==> src/rtl/add64_sequencer.sv <==
// Purpose : 64-bit add A+B+Cin done as four 16-bit words on a shared external 16-bit adder.
// Latency : accept edge, then 4 word edges; done is high in the following cycle. Start-to-start is 6 cycles minimum.
// Backpres: no queueing; start is only accepted in IDLE and ignored while busy.
//
// Ports:
//   clk, rst_n          clock, async active-low reset
//   start, A, B, Cin    request and operands (sampled on the accepting edge only)
//   add_a/add_b/add_cin word operands driven to the external adder (0 outside RUN)
//   add_sum/add_cout    combinational result returned by the external adder
//   Sum, Cout           64-bit result and final carry, valid at done and held until next accept
//   busy, done          busy in RUN/DONE; done is a one-cycle pulse in DONE
module add64_sequencer (
  input  logic        clk,
  input  logic        rst_n,
  input  logic        start,
  input  logic [63:0] A,
  input  logic [63:0] B,
  input  logic        Cin,
  output logic [15:0] add_a,
  output logic [15:0] add_b,
  output logic        add_cin,
  input  logic [15:0] add_sum,
  input  logic        add_cout,
  output logic [63:0] Sum,
  output logic        Cout,
  output logic        busy,
  output logic        done
);

  typedef enum logic [1:0] {
    IDLE = 2'd0,
    RUN  = 2'd1,
    DONE = 2'd2
  } state_t;

  state_t      state;
  state_t      state_nxt;
  logic [1:0]  idx;
  logic [63:0] a_reg;
  logic [63:0] b_reg;
  logic        cin_reg;
  logic        carry;
  logic [63:0] sum_reg;
  logic        cout_reg;

  // Bit offset of the current 16-bit word.
  logic [5:0]  word_lsb;
  assign word_lsb = {idx, 4'd0};

  always_ff @(posedge clk or negedge rst_n) begin
    if (!rst_n) begin
      state    <= IDLE;
      idx      <= 2'd0;
      a_reg    <= 64'd0;
      b_reg    <= 64'd0;
      cin_reg  <= 1'b0;
      carry    <= 1'b0;
      sum_reg  <= 64'd0;
      cout_reg <= 1'b0;
    end else begin
      state <= state_nxt;
      case (state)
        IDLE: begin
          if (start) begin
            a_reg   <= A;
            b_reg   <= B;
            cin_reg <= Cin;
            idx     <= 2'd0;
          end
        end
        RUN: begin
          sum_reg[word_lsb +: 16] <= add_sum;
          carry                   <= add_cout;
          idx                     <= idx + 2'd1;
          // Cout is captured only from the top word so it stays stable
          // from done until the next accepted start.
          if (idx == 2'd3) begin
            cout_reg <= add_cout;
          end
        end
        default: begin
        end
      endcase
    end
  end

  always_comb begin
    state_nxt = state;
    add_a     = 16'd0;
    add_b     = 16'd0;
    add_cin   = 1'b0;
    case (state)
      IDLE: begin
        if (start) begin
          state_nxt = RUN;
        end
      end
      RUN: begin
        add_a   = a_reg[word_lsb +: 16];
        add_b   = b_reg[word_lsb +: 16];
        add_cin = (idx == 2'd0) ? cin_reg : carry;
        if (idx == 2'd3) begin
          state_nxt = DONE;
        end
      end
      DONE: begin
        state_nxt = IDLE;
      end
      default: begin
        state_nxt = IDLE;
      end
    endcase
  end

  assign Sum  = sum_reg;
  assign Cout = cout_reg;
  assign busy = (state == RUN) || (state == DONE);
  assign done = (state == DONE);

endmodule

==> config.mk <==
export PLATFORM = sky130hd
export DESIGN_NAME = add64_sequencer
export DESIGN_NICKNAME = d
export VERILOG_FILES = /design/src/rtl/add64_sequencer.sv
export SDC_FILE = /design/constraint.sdc
export NUM_CORES = 1
export LEC_CHECK = 0
export BUFFER_PORTS_ARGS = -buffer_cell sky130_fd_sc_hd__buf_2
export CAP_MARGIN = 20
export CORE_ASPECT_RATIO = 0.6
export CORE_UTILIZATION = 45
export CTS_CLUSTER_DIAMETER = 30
export CTS_CLUSTER_SIZE = 30
export DETAILED_ROUTE_END_ITERATION = 10
export MAX_ROUTING_LAYER = met4
export PLACE_DENSITY = 0.71
export SLEW_MARGIN = 20
export SYNTH_ARGS = -nofsm -noshare
export SYNTH_HDL_FRONTEND = slang
export SYNTH_SLANG_ARGS = --single-unit
==> constraint.sdc <==
create_clock -name clk -period 2.5 [get_ports clk]
set_input_delay 0.125 -clock clk [delete_from_list [all_inputs] [get_ports clk]]
set_output_delay 0.125 -clock clk [all_outputs]
set_load 0.01 [all_outputs]
# Yosys cells after proc, flatten, opt, wreduce, memory -nomap -nowiden
# Index checks and enable logic that the tools add are counted.
# totals
ff_bits,199
latch_bits,0
ram_bits,0
romBits,0
in_bits,149
out_inout_bits,100
wordCells,37
mem_count,0
# op_classes
add_sub_neg,2
multipliers,0
n_div,0
n_lt_le_gt_ge,0
eq_ne,5
shift,4
mux,10
bitwise,0
n_reduce_logical,8
# op_table
cell,count
variable part select 64 x 7 -> 16 bit,2
bitwise mux 64 bit,1
"variable shift 16 x 8 -> 64 bit, first input constant",1
variable part select 16 x 8 -> 64 bit,1
two-way mux 16 bit,2
negation 6 -> 8 bit,1
one-hot mux 2 bit (2 select lines),2
AND reduction 2 bit,4
two-way mux 2 bit,3
"== test 2 bit, second input constant",2
zero test 2 bit,2
"!= test 2 bit, second input constant",2
"adder 2 x 1 -> 2 bit, second input constant",1
"== test 2 x 1 -> 1 bit, second input constant",1
two-way mux 1 bit,2
nonzero test 2 bit,1
logical OR 1 bit,1

# Longest topological paths before layout
# Gate-level depths: netlist of run 1.
# logic_depth
depth_word,3
depth_mapped,10

# Worst setup path before layout of run 1
# Ideal clock, no wire load.
# synth_path
path_type,register -> register
startpoint,reg idx[1]
endpoint,"reg sum_reg[12], in the netlist Sum[12]"
arrival_time_ns,2.025
required_time_ns,2.423
setup_slack_ns,0.398
path_stages_with_launch,11
n_path_buf,5
cell_sequence,dfrtp_1 -> clkbuf_1 -> buf_4 -> buf_4 -> inv_1 -> ha_1 -> buf_2 -> nor3b_4 -> buf_6 -> nand2_1 -> o21ai_1
# synth_between
elab_chain_len,3
# synth_rtl
element,line_no,rtl
from (decl),38,logic [1:0] idx;
from (signal assigned),74,idx <= idx + 2'd1;
negation 6 -> 8 bit *,72,sum_reg[word_lsb +: 16] <= add_sum;
variable part select 16 x 8 -> 64 bit or variable shift 16 x 8 -> 64 bit (tied branches),72,
bitwise mux 64 bit *,72,
"to (signal, indexed assignment)",72,
to (decl),43,logic [63:0] sum_reg;
# Mark *: on every way between the ends. The rest lies on a longest branch, timed or not.
# A chain may end at the register's enable or synchronous reset.

# Worst setup path after layout of run 1
# layout_path
startpoint,reg state[1]
endpoint,out add_b[1]
# layout_between
elab_chain_len,2
# layout_rtl
element,line_no,rtl
from (decl),36,state_t state;
from (signal assigned),61,state <= state_nxt;
== test 2 x 1 -> 1 bit,92,case (state)
two-way mux 16 bit,92,
to (decl),20,"output logic [15:0] add_b,"
# No other way between the ends.

==> flow_summary.json, run 1 <==
{
  "leakage_uw": 0.005776,
  "netlist_area_sq_um": 8598,
  "io_pins": 249,
  "cts_tree": "built",
  "drt-vias-per-instance": 5.188,
  "clock-sinks": 199,
  "grt_pass1_wl_mm": 36.10,
  "slew_headroom_pct": 56.89,
  "slew_violations": 0,
  "die-area_sq_um": 19680,
  "die_w_um": 180.5,
  "hold_class": "primary input to register",
  "hpwl_mm": 13.84,
  "fin_nets": 1172,
  "clkLatencyLatePin_ns": 0.43,
  "syn-instance-count": 627,
  "yosysWarningCount": 0,
  "reg2reg_slack_ns": 0.39,
  "final_hold_viol_count": 0,
  "ant_nets": 0,
  "postSynthAreaPerCell_sq_um": 13.71,
  "cts_hold_buf": 147,
  "gr-total-overflow": 0,
  "end_kind": "output pin",
  "drv_cap": 0,
  "pre_cts_slack_ns": 0.4246,
  "netlist-cell-type-count": 26,
  "die_y_um": 109.1,
  "grt_max_degree": 73,
  "worstSetupPathType": "register to output pin",
  "drt_wl_total_mm": 22.86,
  "dr.pass1.iters": 5,
  "period_minus_slack_ns": 2.348,
  "cts_buffers": 17,
  "timing.fmax_mhz": 425.9,
  "drt_iter0_drc": 441,
  "drc": 0,
  "fin_cells": 1265,
  "cts.clk_slew.worst_paths_ns": 0.07,
  "fin_worst_skew_ns": 0.008695,
  "start_util_pct": 46.73,
  "grt_antenna_before_repair": 0,
  "cts_max_level": 4,
  "fin_tns_setup_ns": 0,
  "final_common_cell": "buf_2",
  "critPathRequiredTime_ns": 2.38,
  "worstMarginPinSlew_ns": 0.6451,
  "fp.coreArea_sq_um": 18400,
  "cp_max_fo": 32,
  "ys_seq_area_share_pct": 57.92,
  "syn_to_final_growth_pct": 41.11,
  "rows": 38,
  "gp_congestion": 0.8101,
  "final_cell_mix": "247 x buf_2, 198 x dfrtp_1, 147 x dlygate4sd3_1",
  "num_vias": 6563,
  "cts_setup_buffers": 0,
  "drive_gt1_share_pct": 41.95,
  "fin_util_pct": 65.94,
  "fin_crit_sh_pct": 93.92,
  "syn-num-nets": 784,
  "ctsLongestPathBuffers": 2,
  "placedCellCount": 1089,
  "rsz0062_at_grt": "false",
  "setup_slack_ns": 0.1520,
  "routedWlPerCell_um": 18.07,
  "worstSetupStartpointType": "register",
  "grt_usage_pct": 24.59,
  "root_buffer": "clkbuf_16",
  "power_density_nw_per_um2": 1181,
  "status": "complete, no violations",
  "max-vdd-ir-drop_v": 0.0006762,
  "io_buffers": 248,
  "post_cts_resized": 0,
  "synth_seq_cells": 199,
  "crit_arrival_ns": 2.22,
  "grt_pass1_vias": 6805,
  "antennaDiodeCount": 0,
  "finalSetupViolations": 0
}
==> worst max-delay path, stage by stage (launching register included) <==
cell and delay, ns:
dfrtp_1 0.41, inv_1 0.09, ha_1 0.44, nand2_1 0.11, buf_4 0.28, o22ai_1 0.24, buf_2 0.18
==> metrics by stage <==
| step | area (sq um) | power [uW] | hold slack, ns |
|---|---|---|---|
| floorplan | 8598 | 9419 | -0.1706 |
| global placement | 10040 | 11020 | 0.1855 |
| detailed placement | 10040 | 11190 | 0.1928 |
| CTS | 12130 | 14320 | 0.01646 |
| global route | 12130 | 15170 | 0.05337 |
| finish | 12130 | 14320 | 0.04550 |
==> cell usage after synthesis <==
master	instances	area [sq um]
buf_2	10	50.05
a22o_1	38	332.8
nor2_1	2	7.510
clkbuf_1	9	33.78
nor3_4	1	16.27
buf_6	14	157.7
nor2b_1	1	6.260
o21ai_1	12	60.06
mux2_2	131	1475
mux2i_1	66	660.6
a32o_1	1	10.01
o21ai_0	14	70.07
nand2b_1	2	12.51
nor3b_2	2	25.02
nor3b_4	1	18.77
a21oi_1	4	20.02
nand3_1	6	30.03
buf_1	3	11.26
nand4bb_1	1	11.26
dfrtp_1	199	4980
nand4bb_4	1	27.53
inv_1	6	22.52
buf_4	6	45.04
ha_1	8	100.1
nand2_1	57	214.0
o22ai_1	32	200.2
==> where the power goes <==
part	internal (uW)	switching [uW]	leakage (uW)	total (uW)
Clock	1740	1180	0.000301	2920
Combinational	2950	2940	0.00301	5890
Sequential	4710	803	0.00246	5520
==> routing by layer <==
metal / share of wire [%] / up-vias / track usage [%]
met5: 0 / - / -
met4: 1.1 / 0 / 7.204
met3: 5.8 / 22 / 5.778
met2: 48 / 214 / 38.48
met1: 45 / 3284 / 32.19
li1: - / 3043 / -
==> kinds of logic after synthesis <==
kind of cell	after synthesis	share of synthesized area (%)
adders and majority gates	8	1.164
and+or+nand+nor	74	4.293
buffers and inverters	48	3.725
muxes	197	24.84
AOI/OAI and AO/OA	101	8.062
DFF	199	57.92
==> area by class of cell <==
cell class | instances | area, sq um
Fill cell | 1365 | 6267
Sequential cell | 199 | 4984
Multi-Input combinational cell | 380 | 3306
Timing Repair Buffer | 411 | 2904
Clock buffer | 21 | 470.5
Tap cell | 240 | 300.3
Clock inverter | 8 | 146.4
Inverter | 6 | 22.52
==> worst paths after layout <==
path / start / to / depth (start not counted)
worst max register to register: idx[0] / Sum[42] / 6
worst min-delay path: start / state[0] / 3
worst min register to register: Sum[3] / Sum[3] / 2
max in group asynchronous: rst_n / b_reg[7] / 3
worst max-delay path: state[1] / add_b[1] / 6
min in group asynchronous: rst_n / Sum[59] / 2
Power figures use the tool's default switching activity.
==> inputs of run 2 (changes only) <==
--- a/config.mk
+++ b/config.mk
@@ -14,6 +14,7 @@
 export DETAILED_ROUTE_END_ITERATION = 10
 export MAX_ROUTING_LAYER = met4
 export PLACE_DENSITY = 0.71
+export SETUP_SLACK_MARGIN = 0.5
 export SLEW_MARGIN = 20
 export SYNTH_ARGS = -nofsm -noshare
 export SYNTH_HDL_FRONTEND = slang
==> flow_summary.json, run 2 (synthesis gave the netlist of run 1 again) <==
{
  "status": "complete, no violations",
  "critPathRequiredTime_ns": 2.38,
  "crit_chain": "inv_2 > nand2_1 > buf_12 > o22ai_1 > buf_2",
  "rsz0062_at_grt": "true",
  "drc": 0,
  "cts_tree": "built",
  "drv_cap": 0,
  "period_minus_slack_ns": 1.941,
  "n_fill_cell": 1345,
  "wirelength_met1_mm": 10.58,
  "end_kind": "output pin",
  "io_pins": 249,
  "slew_headroom_pct": 54.70,
  "clkLatencyLatePin_ns": 0.45,
  "stdcell_area_sq_um": 12290,
  "drt_wl_total_mm": 23.38,
  "final_common_cell": "buf_2",
  "worstSetupPathType": "register to output pin",
  "grt_pass1_wl_mm": 35.66,
  "leakage_uw": 0.005828,
  "final_hold_viol_count": 0,
  "die_y_um": 109.1,
  "fin_tns_setup_ns": 0,
  "start_util_pct": 46.73,
  "grt_max_degree": 85,
  "die_w_um": 180.5,
  "crit_buf_inv": 3,
  "top_layer": "met4",
  "grt_pass1_vias": 6762,
  "wl_met2_mm": 11.10,
  "cts.clk_slew.worst_paths_ns": 0.07,
  "slew_violations": 0,
  "rows": 38,
  "max-vdd-ir-drop_v": 0.0006907,
  "placed_cell_area_sq_um": 10050,
  "fin_nets": 1175,
  "multiInputGateArea_sq_um": 3346,
  "hpwl_mm": 13.89,
  "worstMarginPinSlew_ns": 0.6795,
  "final_cell_mix": "247 x buf_2, 197 x dfrtp_1, 147 x dlygate4sd3_1",
  "min_from": "start",
  "finalSetupViolations": 0,
  "hold_class": "primary input to register",
  "routedWlPerCell_um": 18.38,
  "slowest_delay_ns": 0.49,
  "setup_slack_ns": 0.5592,
  "drt_iter0_drc": 429,
  "cts_buffers": 17,
  "clock-sinks": 199,
  "drt-vias-per-instance": 5.129,
  "cts_max_level": 4,
  "wl_met3_mm": 1.443,
  "timing.fmax_mhz": 515.2,
  "critPathSlowestCell": "dfrtp_2",
  "fin_crit_sh_pct": 77.63,
  "regArea_sq_um": 4985,
  "crit_arrival_ns": 1.82,
  "die-area_sq_um": 19680,
  "grt_usage_pct": 24.47,
  "worstSetupStartpointType": "register",
  "r2r-start": "state[0]",
  "io_buffers": 248,
  "crit_path_start": "idx[0]",
  "dr.pass1.iters": 4,
  "gr-total-overflow": 0,
  "grt_antenna_before_repair": 1,
  "fin_worst_skew_ns": 0.006596,
  "ant_nets": 0,
  "syn_to_final_growth_pct": 42.88,
  "cp_top_family": "buffers and inverters",
  "power_density_nw_per_um2": 1191,
  "num_vias": 6524,
  "drive_gt1_share_pct": 43.06,
  "fp.coreArea_sq_um": 18400,
  "pre_cts_slack_ns": 0.4976,
  "cp_max_fo": 32,
  "gp_congestion": 0.8727,
  "root_buffer": "clkbuf_16",
  "ctsLongestPathBuffers": 2
}
## run 2: final cells by class
cell class	instances	area share, %
inverters	6	0.2139
repair buffers	414	24.55
well taps	240	2.444
multi-input cells	380	27.23
diodes	1	0.02037
clock inverters	14	1.385
clock buffers	18	3.575
flip-flops and latches	199	40.57
## run 2: per-stage QoR
step	utilization, %	hold slack (ns)	cells	power [uW]
CTS	66.33	0.003714	1269	14460
finish	66.77	0.02087	1272	14630
detailed placement	54.62	0.2280	1088	11250
floorplan	-	-0.1706	627	9470
global route	66.77	0.04391	1272	15480
global placement	54.62	0.2295	1088	11070
## run 2: routing by layer
metal,track usage (%),vias to the layer above
met2,38.29,204
met1,31.32,3249
met5,-,-
li1,-,3048
met4,6.838,0
met3,6.947,23
## run 2: tightest hold or removal path, stage by stage
cell and delay [ns]:
buf_2 0.13, a21oi_1 0.12, a21oi_1 0.05
## run 2: path summary, 6_finish.rpt
kind / to / slack, ns / cells after the start
worst max-delay path: add_a[0] / 0.56 / 5
worst min-delay path: state[0] / 0.02 / 3
worst max register to register: b_reg[61] / 0.60 / 5
worst min register to register: Sum[7] / 0.48 / 2
max in group asynchronous: b_reg[19] / 1.50 / 3
min in group asynchronous: a_reg[26] / 0.28 / 2
## run 2: timing repair
| action | CTS | global route |
|---|---|---|
| gates cloned | 1 | 2 |
| hold buffers | 147 | 0 |
| hold endpoints to repair | 275 | 0 |
| endpoints found under the setup margin | 44 | 116 |
| gates resized for setup | 8 | 9 |
| setup buffers | 1 | 0 |
## run 2: where the power goes
part	switching (uW)	internal, uW
logic	3050	3140
clock network	1280	1610
registers	839	4710
total	5170	9470
